**config.mk**
```make
export PLATFORM = sky130hd
export DESIGN_NAME = rs232out
export DESIGN_NICKNAME = d
export VERILOG_FILES = /design/src/rtl/rs232out.sv
export SDC_FILE = /design/constraint.sdc
export NUM_CORES = 1
export LEC_CHECK = 0
export ABC_CLOCK_PERIOD_IN_PS = 4300
export CAP_MARGIN = 15
export CORE_ASPECT_RATIO = 2
export CORE_MARGIN = 2
export CORE_UTILIZATION = 60
export CTS_CLUSTER_SIZE = 24
export DETAILED_ROUTE_END_ITERATION = 6
export PLACE_DENSITY = 0.79
export SLEW_MARGIN = 20
export SYNTH_ARGS = -nofsm -noshare
export SYNTH_HDL_FRONTEND = slang
export SYNTH_SLANG_ARGS = --single-unit
```
**constraint.sdc**
```tcl
create_clock -name clk25MHz -period 4.3 [get_ports clk25MHz]
set_input_delay 0.86 -clock clk25MHz [delete_from_list [all_inputs] [get_ports clk25MHz]]
set_output_delay 0.86 -clock clk25MHz [all_outputs]
set_load 0.1 [all_outputs]
```
**src/rtl/rs232out.sv**
```systemverilog
// rs232out: 8-entry FIFO feeding an 8N1 LSB-first UART transmitter, one clock from write to start bit.
// Backpressure: busy while the FIFO holds 8 bytes; writes offered then are dropped.
module rs232out #(
    parameter int bps       = 57_600,
    parameter int frequency = 25_000_000,
    parameter int period    = frequency / bps - 1
) (
    input  logic       clk25MHz,
    input  logic       reset,
    input  logic       transmit,
    input  logic [7:0] transmit_data,
    output logic       busy,
    output logic       idle,
    output logic       serial_out
);
    localparam int            BW       = (period < 1) ? 1 : $clog2(period + 1);
    localparam logic [BW-1:0] PERIOD_V = BW'(period);

    typedef enum logic {IDLE, SEND} state_t;

    state_t        r_state;
    logic [7:0]    r_mem [8];
    logic [2:0]    r_wp;
    logic [2:0]    r_rp;
    logic [3:0]    r_count;
    logic [9:0]    r_frame;
    logic [BW-1:0] r_baud;
    logic [3:0]    r_bit;
    logic          r_serial;
    logic          r_busy;
    logic          r_idle;

    logic       w_empty;
    logic       w_full;
    logic       w_frame_end;
    logic       w_pop;
    logic       w_push;
    logic       w_next_idle;
    logic [3:0] w_count_nxt;

    assign w_empty     = (r_count == 4'd0);
    assign w_full      = (r_count == 4'd8);
    assign w_frame_end = (r_state == SEND) && (r_baud == '0) && (r_bit == 4'd0);
    // A pop at the stop-bit end chains the next frame with no gap cycle.
    assign w_pop       = !w_empty && ((r_state == IDLE) || w_frame_end);
    // Fullness uses the pre-edge count, so a same-edge pop never rescues a write.
    assign w_push      = transmit && !w_full;
    assign w_next_idle = !w_pop && ((r_state == IDLE) || w_frame_end);
    assign w_count_nxt = r_count + {3'd0, w_push} - {3'd0, w_pop};

    always_ff @(posedge clk25MHz) begin
        if (w_push) begin
            r_mem[r_wp] <= transmit_data;
        end
    end

    always_ff @(posedge clk25MHz) begin
        if (reset) begin
            r_state  <= IDLE;
            r_wp     <= '0;
            r_rp     <= '0;
            r_count  <= '0;
            r_frame  <= '1;
            r_baud   <= '0;
            r_bit    <= '0;
            r_serial <= 1'b1;
            r_busy   <= 1'b0;
            r_idle   <= 1'b1;
        end else begin
            r_count <= w_count_nxt;
            r_busy  <= (w_count_nxt == 4'd8);
            r_idle  <= w_next_idle && (w_count_nxt == 4'd0);
            if (w_push) begin
                r_wp <= r_wp + 3'd1;
            end
            if (w_pop) begin
                r_state  <= SEND;
                r_rp     <= r_rp + 3'd1;
                r_frame  <= {1'b1, r_mem[r_rp], 1'b0};
                r_serial <= 1'b0;
                r_baud   <= PERIOD_V;
                r_bit    <= 4'd9;
            end else if (r_state == SEND) begin
                if (r_baud != '0) begin
                    r_baud <= r_baud - BW'(1);
                end else if (r_bit != 4'd0) begin
                    r_frame  <= {1'b1, r_frame[9:1]};
                    r_serial <= r_frame[1];
                    r_baud   <= PERIOD_V;
                    r_bit    <= r_bit - 4'd1;
                end else begin
                    r_state  <= IDLE;
                    r_serial <= 1'b1;
                end
            end
        end
    end

    assign busy       = r_busy;
    assign idle       = r_idle;
    assign serial_out = r_serial;

endmodule

```
==> reports/results.ini <==
[floorplanning]
core_mm2 = 0.00694
fp-row-count = 43
die_x_um = 63.9
ios = 14
die_y_um = 124
die_area_mm2 = 0.00791
initial_utilization_pct = 62.0

[synthesis]
yosysTopAreaCellShare_pct = 44.6
yosysWarnings = 0
syn_area_per_cell_um2 = 14.0
synth_area_leader_cell = edfxtp_1
netlist_area_mm2 = 0.00431
yosys-top-cells-area = edfxtp_1 45%, dfxtp_1 18%, mux4_2 8.4%
synth_nets = 331
ys_top_cells_by_count = 64 x edfxtp_1, 38 x dfxtp_1, 21 x a21oi_1, 18 x nor2_1, 17 x inv_1
synth_edf_count = 64
synth.most_common_cell = edfxtp_1
synth_cells = 308
synth_seq_cells = 102
async_flop_share_pct = 0
synth_top_flop_cell = edfxtp_1
synth-seq-area-share_pct = 62.3
synth_cell_types = 53

[drt]
dr.pass1.iters = 4
wirelength_mm = 7.89
routedWlPerCell_um = 18.8
route.vias.total = 2596
ant_nets = 0
drc = 0
drt_iter0_drc = 151
viasPerCell = 6.20

[flow_run]
max_cap_viol_count = 0

[clock_tree]
clk_latency_ns = 0.34
cts_hold_buf = 0
clock_sinks = 102
cts_max_level = 3
numCtsBuffers = 9
clockBufferDepth = 2
post_cts_buffers = 0
clkSlewWorstSetupHoldPaths_ns = 0.07
cts-root-buf = clkbuf_16
tritoncts = yes
ctsResizeCount = 0

[worst_hold_path]
hold_path_class = reg -> reg
hold_depth = 2
hold_path_startpoint = r_wp[0]$_SDFFE_PP0P_
hold_path_end = r_wp[0]$_SDFFE_PP0P_

[sta]
grt_setup_unrepaired = no
final_max_slew_viol_count = 0
worst_pin_slew_ns = 0.963
slew_headroom_pct = 35.6
min_period_ns = 3.55
setup_viol = 0
hold_viol = 0
fin_skew_ns = 0.00377
fin_crit_sh_pct = 82.5
timing.fmax_mhz = 282
fin_tns_setup_ns = 0

[worst_setup_path]
rr_worst_depth = 15
worstPathArrival_ns = 3.84
reg2reg_from = r_baud[0]$_SDFFE_PP0P_
path_class = reg -> reg
critPathMaxFanout = 8
end_kind = flop
timing.rr.end = idle$_SDFF_PP1_
cp-start-kind = flop
cp.required_ns = 4.59
r2r_slack_ns = 0.75

[final_layout]
fin_cells = 419
final_core_util_pct = 69.2
fin_nets = 347
area_growth_pct = 11.6
drive_above_1_share_pct = 15.2
fill_cells = 485
antenna-diode-count = 0
multi_input_area_mm2 = 0.00150
seq_area_mm2 = 0.00268

[global_routing]
grt.overflow.total = 0
grt_pass1_wl_mm = 13.2
antenna_found_initial = 0
grt_max_degree = 31
grt_pass1_vias = 2696
grt_usage_pct = 22.9

[placement]
place.gp.congestion = 0.787
port_buffers = 13
placed_cells = 403
place_hpwl_mm = 5.51

[power_and_ir_drop]
leakage_nw = 1.61
peakVddDrop_mv = 0.399
power_density_mw_per_mm2 = 658

[outcome]
status = finished clean

-- per-stage QoR --
step / total power, mW / instance area, µm² / hold slack, ns / worst slack (ns)
final: 3.16 / 4800 / 0.490 / 0.752
after global routing: 3.35 / 4800 / 0.525 / 0.421
after CTS: 3.19 / 4800 / 0.491 / 0.728
after detailed placement: 2.43 / 4520 / 0.478 / 0.765
after global placement: 2.39 / 4520 / 0.459 / 0.882
after floorplan: 2.17 / 4310 / 0.445 / 1.15
-- registers in the layout, summed over array words and instances, names as in the netlist, named ones only --
| signal | flops |
|---|---|
| r_wp | 3 |
| r_baud | 9 |
| r_bit | 4 |
| r_state | 1 |
| serial_out | 1 |
| r_frame | 8 |
| busy | 1 |
| r_mem | 64 |
| idle | 1 |
| r_count | 4 |
| r_rp | 3 |
-- logic make-up after synthesis --
family / count (synthesis) / synth area share, %
flops: 102 / 62.3
compound gates: 68 / 10.5
simple gates: 64 / 8.52
buf+inv: 29 / 2.76
mux: 29 / 11.5
fa+ha+maj: 12 / 3.66
xor+xnor: 4 / 0.814
-- routing by layer --
metal	GRT usage, %	routed length (µm)	vias up
met1	24.8	2920	1298
met2	41.0	4500	58
met3	3.88	256	20
li1	-	-	1220
met5	0	0	-
met4	13.9	210	0
-- area by class of cell --
class | instances | share of cell area (%)
clock buffers | 9 | 4.69
clock inverters | 7 | 1.15
inverters | 17 | 1.33
multi-input cells | 177 | 31.3
flip-flops and latches | 102 | 55.8
well taps | 90 | 2.34
repair buffers | 17 | 3.33
-- critical path, stage by stage, from the launching register on --
cell and delay (ns):
dfxtp_1 0.35, inv_1 0.10, ha_1 0.18, or4b_1 0.56, o31ai_4 0.38, nand2_1 0.26
inv_1 0.19, ha_1 0.25, inv_1 0.05, ha_1 0.15, inv_1 0.05, fa_1 0.38
xor2_1 0.19, nand3b_1 0.12, nor3_1 0.15, a21o_1 0.14
-- report_power, final --
part	internal, mW	leakage (nW)	switching [mW]
registers	1.19	0.895	0.137
logic	0.441	0.578	0.638
clock network	0.398	0.134	0.352
-- worst max-delay path by stage --
stage	startpoint	endpoint	slack (ns)	cells past startpoint
final	r_baud[0]$_SDFFE_PP0P_	idle$_SDFF_PP1_	0.75	15
after global placement	r_baud[0]$_SDFFE_PP0P_	idle$_SDFF_PP1_	0.88	15
after global routing	r_baud[0]$_SDFFE_PP0P_	idle$_SDFF_PP1_	0.42	15
after detailed placement	r_baud[0]$_SDFFE_PP0P_	idle$_SDFF_PP1_	0.77	15
after floorplan	r_baud[0]$_SDFFE_PP0P_	idle$_SDFF_PP1_	1.15	15
after CTS	r_baud[0]$_SDFFE_PP0P_	idle$_SDFF_PP1_	0.73	15
-- cell usage in the layout (no fill, tap or decap), drive strengths merged, types with 3 or more instances in the layout --
master	synthesis	final
a21oi	22	22
a31oi	3	3
buf	5	4
clkbuf	7	9
clkdlybuf4s50	0	13
clkinv	0	3
dfxtp	38	38
edfxtp	64	64
ha	11	11
inv	17	20
mux2	3	3
mux2i	10	10
mux4	16	16
nand2	8	8
nand2b	3	3
nand3	4	4
nor2	19	19
nor2b	3	3
nor3	8	8
nor4	3	3
o211ai	9	9
o21a	3	3
o21ai	17	17
or3	3	3
Power figures use the tool's default switching activity.
